===== src/rtl/adc_trig_pkg.sv =====
// Shared types and helpers for the ADC trigger unit: FSM state encoding,
// slope selection constants and saturating threshold arithmetic.
package adc_trig_pkg;

    typedef enum logic [1:0] {
        IDLE    = 2'd0,
        PRIMED  = 2'd1,
        ARMED   = 2'd2,
        HOLDOFF = 2'd3
    } trig_state_e;

    localparam logic SLOPE_RISE = 1'b0;
    localparam logic SLOPE_FALL = 1'b1;

    // Working width for threshold math; sample widths up to 31 bits fit.
    localparam int SAT_W = 32;

    function automatic logic [SAT_W-1:0] sat_add(
        input logic [SAT_W-1:0] a,
        input logic [SAT_W-1:0] b,
        input logic [SAT_W-1:0] max_val
    );
        logic [SAT_W:0] sum;
        sum = {1'b0, a} + {1'b0, b};
        return (sum > {1'b0, max_val}) ? max_val : sum[SAT_W-1:0];
    endfunction

    function automatic logic [SAT_W-1:0] sat_sub(
        input logic [SAT_W-1:0] a,
        input logic [SAT_W-1:0] b
    );
        return (a > b) ? (a - b) : '0;
    endfunction

endpackage


===== src/rtl/adc_trig_counter.sv =====
// Saturating up-counter shared by the holdoff and auto-trigger timers.
// Clear has priority over enable; the count sticks at all-ones.
module adc_trig_counter
    import adc_trig_pkg::*;
#(
    parameter int W = 24
) (
    input  logic         clk_adc,
    input  logic         reset,
    input  logic         clear_i,
    input  logic         enable_i,
    output logic [W-1:0] count_o,
    output logic         sat_o
);

    logic [W-1:0] count_q;
    logic [W-1:0] count_d;

    assign sat_o   = &count_q;
    assign count_o = count_q;

    always_comb begin
        // NOTE: default assignment first so no path leaves count_d unassigned (no latch).
        count_d = count_q;
        if (clear_i) begin
            count_d = '0;
        end else if (enable_i && !sat_o) begin
            count_d = count_q + W'(1);
        end
    end

    // NOTE: sequential state uses non-blocking assignments so all flops update together.
    always_ff @(posedge clk_adc) begin
        if (reset) begin
            count_q <= '0;
        end else begin
            count_q <= count_d;
        end
    end

endmodule


===== src/rtl/adc_trigger_unit.sv =====
// ADC front-end: two-stage sample pipeline plus a hysteresis/slope trigger FSM
// with holdoff and auto-trigger; trig is aligned with the adc_out sample.
module adc_trigger_unit
    import adc_trig_pkg::*;
#(
    parameter int DW        = 14,
    parameter int HOLDOFF_W = 16,
    parameter int AUTO_W    = 24
) (
    input  logic                 clk_adc,
    input  logic                 reset,
    input  logic [DW-1:0]        adc_in,
    input  logic                 arm,
    input  logic [DW-1:0]        level,
    input  logic [DW-1:0]        hyst,
    input  logic                 slope,
    input  logic [HOLDOFF_W-1:0] holdoff,
    input  logic                 auto_en,
    input  logic [AUTO_W-1:0]    auto_timeout,
    output logic [DW-1:0]        adc_out,
    output logic                 trig,
    output logic                 trig_auto,
    output logic [1:0]           state
);

    localparam logic [SAT_W-1:0] SAMPLE_MAX = SAT_W'({DW{1'b1}});

    logic [DW-1:0]   s1_q;
    logic [DW-1:0]   adc_out_q;
    logic            trig_q, trig_d;
    logic            trig_auto_q, trig_auto_d;
    trig_state_e     state_q, state_d;

    logic [DW-1:0]        lo, hi;
    logic [HOLDOFF_W-1:0] hold_m1;
    logic [AUTO_W-1:0]    cnt;
    logic                 cnt_sat;
    logic                 cnt_clr;
    logic                 cnt_en;
    logic                 rearm_hit;
    logic                 level_hit;
    logic                 auto_hit;
    logic                 hold_done;

    assign lo = DW'(sat_sub(SAT_W'(level), SAT_W'(hyst)));
    assign hi = DW'(sat_add(SAT_W'(level), SAT_W'(hyst), SAMPLE_MAX));

    assign rearm_hit = (slope == SLOPE_FALL) ? (s1_q > hi) : (s1_q < lo);
    assign level_hit = (slope == SLOPE_RISE) ? (s1_q >= level) : (s1_q <= level);

    // auto_timeout=0 wraps to all-ones, which the saturated counter is excluded from.
    assign auto_hit = auto_en && !cnt_sat && (cnt == auto_timeout - AUTO_W'(1));

    assign hold_m1   = (holdoff == '0) ? '0 : holdoff - HOLDOFF_W'(1);
    assign hold_done = (cnt >= AUTO_W'(hold_m1));

    adc_trig_counter #(
        .W (AUTO_W)
    ) u_counter (
        .clk_adc  (clk_adc),
        .reset    (reset),
        .clear_i  (cnt_clr),
        .enable_i (cnt_en),
        .count_o  (cnt),
        .sat_o    (cnt_sat)
    );

    always_comb begin
        state_d     = state_q;
        trig_d      = 1'b0;
        trig_auto_d = 1'b0;
        cnt_clr     = 1'b0;
        cnt_en      = 1'b0;
        case (state_q)
            IDLE: begin
                cnt_clr = 1'b1;
                if (arm) begin
                    state_d = PRIMED;
                end
            end
            PRIMED, ARMED: begin
                cnt_en = 1'b1;
                // Disarm beats any trigger evaluated in the same cycle.
                if (!arm) begin
                    state_d = IDLE;
                    cnt_clr = 1'b1;
                end else if ((state_q == ARMED) && level_hit) begin
                    state_d = HOLDOFF;
                    trig_d  = 1'b1;
                    cnt_clr = 1'b1;
                end else if (auto_hit) begin
                    state_d     = HOLDOFF;
                    trig_d      = 1'b1;
                    trig_auto_d = 1'b1;
                    cnt_clr     = 1'b1;
                end else if ((state_q == PRIMED) && rearm_hit) begin
                    state_d = ARMED;
                end
            end
            HOLDOFF: begin
                cnt_en = 1'b1;
                if (hold_done) begin
                    cnt_clr = 1'b1;
                    state_d = arm ? PRIMED : IDLE;
                end
            end
            default: begin
                state_d = IDLE;
                cnt_clr = 1'b1;
            end
        endcase
    end

    always_ff @(posedge clk_adc) begin
        if (reset) begin
            s1_q        <= '0;
            adc_out_q   <= '0;
            trig_q      <= 1'b0;
            trig_auto_q <= 1'b0;
            state_q     <= IDLE;
        end else begin
            s1_q        <= adc_in;
            adc_out_q   <= s1_q;
            trig_q      <= trig_d;
            trig_auto_q <= trig_auto_d;
            state_q     <= state_d;
        end
    end

    assign adc_out   = adc_out_q;
    assign trig      = trig_q;
    assign trig_auto = trig_auto_q;
    assign state     = state_q;

endmodule


===== config.mk =====
export PLATFORM = sky130hd
export DESIGN_NAME = adc_trigger_unit
export DESIGN_NICKNAME = d
export VERILOG_FILES = /design/src/rtl/adc_trig_pkg.sv /design/src/rtl/adc_trig_counter.sv /design/src/rtl/adc_trigger_unit.sv
export SDC_FILE = /design/constraint.sdc
export NUM_CORES = 1
export LEC_CHECK = 0
export BUFFER_PORTS_ARGS = -buffer_cell sky130_fd_sc_hd__buf_2
export CAP_MARGIN = 20
export CORE_ASPECT_RATIO = 2
export CORE_MARGIN = 2
export CORE_UTILIZATION = 49
export CTS_CLUSTER_DIAMETER = 80
export DETAILED_ROUTE_END_ITERATION = 10
export MAX_ROUTING_LAYER = met4
export PLACE_DENSITY = 0.74
export SLEW_MARGIN = 20
export SYNTH_ARGS = -nofsm -noshare
export SYNTH_HDL_FRONTEND = slang
export SYNTH_SLANG_ARGS = --single-unit

===== constraint.sdc =====
create_clock -name clk_adc -period 5 [get_ports clk_adc]
set_input_delay 0.75 -clock clk_adc [delete_from_list [all_inputs] [get_ports clk_adc]]
set_output_delay 0.75 -clock clk_adc [all_outputs]
set_load 0.005 [all_outputs]

==> impl_metrics.yaml, run 1 <==
status:
  outcome: "completed"
power:
  power_density_nw_per_um2: 193
  p_leak_nw: 3.37
  total_power_w: 0.00143
  ir_drop_v: 0.000163
global_routing:
  grt_pass1_wl_um: 31000
  antenna_found_initial: 0
  grt_max_degree: 34
  grt.total_usage_pct: 28.3
  grt_pass1_vias: 6708
  gr-total-overflow: 0
cts:
  cts_tree: "done"
  clock_latency_ps: 310
  cts_root_buf: "clkbuf_16"
  clk_path_buf_depth: 2
  htree_levels: 2
  cts_hold_buf: 0
  clkTransAtPathRegs_ps: 80
  numCtsBuffers: 5
  cts_sinks: 56
route:
  ant_nets: 0
  drt_iter0_drc: 245
  dr.pass1.iters: 5
  routed_via_density: 6.06
  vias: 6732
  wirelength_um: 19600
  wl_per_cell_um: 17.6
  drc: 0
sta:
  period_needed_ps: 4770
  worst_hold_slack_ps: 541
  tightest_slew_ps: 710
  fin_skew_ps: 10.9
  setup_viol: 0
  fmax_mhz: 209
  fin_crit_sh_pct: 95.5
  slew_headroom_pct: 51.4
  rsz0062_at_grt: "false"
  timing.final.ws_setup_ps: 226
  final_hold_viol_count: 0
  drv_slew: 0
final_layout:
  final_util_pct: 57.6
  fill_cells: 1301
  multi_input_area_um2: 4980
  insertedDiodeCount: 0
  drive_above_1_share_pct: 17.5
  stdcell_area_um2: 7440
  syn_to_final_growth_pct: 15.5
  seq_area_um2: 1120
  fin_nets: 1139
worst_hold_path:
  worstHoldPathType: "flip-flop to flip-flop"
  holdPathStages: 1
worst_setup_path:
  path_max_fanout: 12
  critPathTopFamily: "compound AO/OA/AOI/OAI gates"
  required_ps: 5230
  path_class: "input port to flip-flop"
  regToRegSetupSlack_ps: 1520
  path_common_cell: "buf_4"
  critPathLaunchType: "input port"
  worstSetupEndpointType: "flip-flop"
  crit_arrival_ps: 5010
  rr_worst_depth: 10
  path_buf_inv: 7
  slowest_delay_ps: 480
  cp.depth: 22
  crit_slowest_cell: "a2111oi_0"
  crit_chain: "buf_2 > buf_4 > inv_1 > ha_1 > inv_1 > fa_1 > a211oi_1 > buf_4 > o211ai_1 > a311oi_1 > buf_4 > o22ai_1 > buf_4 > o21ai_0 > ha_1 > a211oi_1 > o21ai_0 > a2111oi_0 > or4_4 > nor2_4 > a31oi_2 > mux2i_1"
placement:
  io_buffers: 104
  placed_area_um2: 7250
  dpl.hpwl_um: 16500
  pre_cts_slack_ps: -280
  gp_congestion: 0.974
die:
  die_x_um: 85.1
  die_h_um: 166
  die-area_um2: 14100
  rows: 59
  io_pins: 105
  initial_core_util_pct: 49.9
  core_area_um2: 12900
synth:
  synth_area_um2: 6440
  synth.most_common_cell: "ha_1"
  syn-num-nets: 1026
  syn_inst: 844
  synth_cell_types: 64
  synth-async-reset-ratio_pct: 0
  netlist_top_cells_area: "ha_1 18%, dfxtp_1 17%, xnor2_1 4.2%"
  yosys_warnings: 0
  synth_edf_count: 0
  synthTopCellsByCount: "93 x ha_1, 65 x inv_1, 62 x nor2_1, 58 x nand2_1, 56 x dfxtp_1"
  synth_largest_area_cell: "ha_1"
  ys_ff_latch: 56
  avgSynthCellArea_um2: 7.63
  synth_top_area_share_pct: 18.1
  ys_seq_area_share_pct: 17.4
  synth_flop_cell: "dfxtp_1"
flow_run:
  max-cap-violations: 0
## final timing paths
path | from | to
setup reg to reg | s1_q[3] | u_counter.count_o[11]
setup / recovery | level[0] | state[1]
hold reg to reg | s1_q[1] | adc_out[1]
hold / removal | s1_q[1] | adc_out[1]
## final cells by class
type | count | area share (%)
multi-input cells | 693 | 66.9
flip-flops and latches | 56 | 15.1
repair buffers | 136 | 10.3
inverters | 65 | 3.28
well taps | 152 | 2.55
clock buffers | 5 | 1.68
clock inverters | 3 | 0.303
## logic make-up after synthesis
logic type	count (synthesis)	synth area share, %
multiplexers	8	1.30
AND/OR/NAND/NOR	363	30.5
flip-flops	56	17.4
AO/OA/AOI/OAI	165	17.8
buffers and inverters	95	5.92
adder cells (fa/ha/maj)	95	18.7
XOR/XNOR	62	8.43
## worst reg2reg max path: stages, from the launching register on
cell and delay [ps]:
dfxtp_1 460, ha_1 300, a21o_1 190, a21oi_1 150
o221ai_1 300, a211oi_1 440, mux2_2 380, o211ai_1 550
a31oi_4 140, buf_4 260, nor3_1 230
## report_power, final
group / internal (W) / leakage [nW] / total [W] / switching [W]
clock network: 0.000188 / 0.0742 / 0.000367 / 0.000179
logic: 0.000252 / 2.83 / 0.000588 / 0.000336
registers: 0.000460 / 0.457 / 0.000479 / 0.0000184
total: 0.000901 / 3.37 / 0.00143 / 0.000533
## per-stage QoR
stage	std cells	TNS (ps)
floorplan	844	0
global placement	1101	-450
detailed placement	1101	-537
CTS	1109	0
global route	1110	0
finish	1110	0
## repair_timing
action,4_1_cts,5_1_grt
resized for setup,0,11
setup buffers,0,1
endpoints found under the setup margin,0,2
## metal layers
layer / global-route usage [%] / routed length [um] / vias up
met1: 22.8 / 6060 / 3139
li1: - / - / 3279
met4: 21.3 / 1680 / 0
met3: 2.34 / 714 / 101
met5: - / 0 / -
met2: 55.7 / 11100 / 213
## state kept, by name, summed over array words and instances (netlist names)
signal             flops
trig                   1
s1_q                  14
trig_auto              1
u_counter.count_o     24
state                  2
adc_out               14
## cells in the final DEF, fill, tap and decap left out, types with 5 or more instances in the layout
master,netlist,routed
clkbuf_16,0,5
a21oi_1,39,38
buf_2,2,104
o211ai_1,7,7
or3_1,12,12
and3_1,8,8
mux2i_1,5,5
or2_2,5,5
nand3_1,23,23
nand2b_1,20,19
dfxtp_1,56,56
xnor2_1,31,31
and2_1,8,8
o31ai_1,6,6
a211oi_1,10,9
nor3_1,51,51
and4_1,9,9
o21a_1,11,11
buf_4,0,31
nand2_1,58,58
a21o_1,11,11
ha_1,93,93
a31oi_1,8,7
nor4_1,17,17
inv_1,65,65
nand4_1,22,22
nand3b_1,9,9
nor2_1,62,61
nor2b_1,38,38
a2111oi_0,5,5
xor2_1,31,31
or4_1,12,11
o21ai_0,29,27
(Power assumes the default switching activity.)
==> run 2, diff against run 1 <==
BUFFER_PORTS_ARGS = -buffer_cell sky130_fd_sc_hd__buf_4   (was -buffer_cell sky130_fd_sc_hd__buf_2)
==> run 2 against run 1 <==
Utilization is 1.8 points higher. Sequential power about the same. Sequential cell count is the same.
==> impl_metrics.yaml, run 2 (synthesis gave the netlist of run 1 again) <==
worst_setup_path:
  path_max_fanout: 5
  worstSetupEndpointType: "flip-flop"
  crit_chain: "buf_4 > ha_2 > fa_2 > nand2b_4 > a21oi_1 > o21a_1 > o21ai_1 > buf_4 > a211oi_1 > o41a_1 > a221o_1 > buf_4 > a21oi_1 > ha_1 > or2_2 > a311oi_2 > a21oi_1 > or4_1 > nor2_1 > a31oi_2 > mux2i_1"
  slowest_delay_ps: 490
  crit_arrival_ps: 4970
  critPathLaunchType: "input port"
  crit_start: "level[0]"
  path_class: "input port to flip-flop"
  required_ps: 5190
  r2r-start: "s1_q[3]"
  crit_slowest_cell: "or4_1"
final_layout:
  layout_common_cells: "135 x buf_4, 92 x ha_1, 65 x inv_1"
  multi_input_area_um2: 4970
  syn_to_final_growth_pct: 19.2
  stdcell_area_um2: 7680
  fill_cells: 1270
  drive_above_1_share_pct: 17.2
  insertedDiodeCount: 0
  fin_nets: 1138
  seq_area_um2: 1120
  final_cells: 1109
  largest_register_ffs: 24
  layout_commonest_cell: "buf_4"
cts:
  htree_levels: 2
  clkTransAtPathRegs_ps: 80
  cts_tree: "done"
  cts_hold_buf: 0
  cts_sinks: 56
  numCtsBuffers: 5
  clk_path_buf_depth: 2
  clock_latency_ps: 300
  cts_root_buf: "clkbuf_16"
sta:
  fin_skew_ps: 13.9
  fin_crit_sh_pct: 95.7
  timing.final.ws_setup_ps: 217
  slew_headroom_pct: 28.1
  drv_slew: 0
  setup_viol: 0
  rsz0062_at_grt: "false"
  fmax_mhz: 209
  period_needed_ps: 4780
  worst_hold_slack_ps: 542
  tightest_slew_ps: 1060
  final_hold_viol_count: 0
route:
  drc: 0
  ant_nets: 0
  wirelength_um: 19400
  dr.pass1.iters: 5
  wl_per_cell_um: 17.5
  routed_via_density: 5.98
  vias: 6629
  drt_iter0_drc: 247
die:
  initial_core_util_pct: 49.9
  die-area_um2: 14100
  io_pins: 105
  die_x_um: 85.1
  rows: 59
  die_h_um: 166
  core_area_um2: 12900
global_routing:
  grt.total_usage_pct: 28.1
  grt_pass1_vias: 6627
  grt_pass1_wl_um: 30900
  antenna_found_initial: 0
  grt_max_degree: 34
  gr-total-overflow: 0
placement:
  placed_area_um2: 7490
  pre_cts_slack_ps: -265
  io_buffers: 104
  gp_congestion: 0.993
  placed_cells: 1099
  dpl.hpwl_um: 16500
power:
  power_switching_w: 0.000515
  clkPwrFrac_pct: 24.7
  switching_share_pct: 35.9
  ir_drop_v: 0.000169
  p_leak_nw: 3.43
  power_density_nw_per_um2: 186
  pwr-share-comb_pct: 41.9
  pwr-share-seq_pct: 33.4
  total_power_w: 0.00143
  internal-power_w: 0.000918
flow_run:
  max-cap-violations: 0
status:
  outcome: "completed"
worst_hold_path:
  hp-start: "s1_q[1]"
  worstHoldPathType: "flip-flop to flip-flop"
-- run 2: power groups by stage --
stage | Combinational (W) | Sequential [W] | Clock [W]
4_1_cts | 0.000589 | 0.000479 | 0.000361
3_3_place_gp | 0.000579 | 0.000490 | 0
5_1_grt | 0.000669 | 0.000481 | 0.000378
6_report | 0.000600 | 0.000479 | 0.000353
3_5_place_dp | 0.000586 | 0.000490 | 0
2_1_floorplan | 0.000374 | 0.000483 | 0
-- run 2: what timing repair did --
action,4_1_cts,5_1_grt
buffers inserted,0,2
resized for setup,0,8
setup endpoints to repair,0,2
-- run 2: cell type report --
cell class	count	area share [%]
clock inverter	2	0.179
tap	152	2.48
clock buffer	6	1.68
inverter	65	3.18
timing repair buffer	135	13.2
multi-input combinational	693	64.7
sequential	56	14.6
-- run 2: worst max-delay path, delay by kind of cell --
kind / cells / cell delay, ps
mux: 1 / 160
simple gates: 4 / 1020
compound gates: 10 / 1810
fa+ha+maj: 3 / 820
buf+inv: 3 / 410
-- run 2: stage by stage --
step                TNS, ps  utilization [%]
floorplan                 0                -
global placement       -430             58.0
detailed placement     -512             58.0
CTS                       0             59.1
global route              0             59.5
finish                    0             59.5
-- run 2: final timing paths --
| kind | end | slack, ps | cells past startpoint |
|---|---|---|---|
| worst max register to register | u_counter.count_o[21] | 1690 | 10 |
| worst min register to register | adc_out[1] | 540 | 1 |
| worst min-delay path | adc_out[1] | 540 | 1 |
| worst max-delay path | state[1] | 220 | 21 |
-- run 2: routing by layer --
metal	share of wire [%]	global-route usage (%)	wire [um]
met1	32	23.9	6180
met2	57	54.6	11100
met3	2.8	2.29	544
met4	8.2	19.6	1580
met5	0	-	0
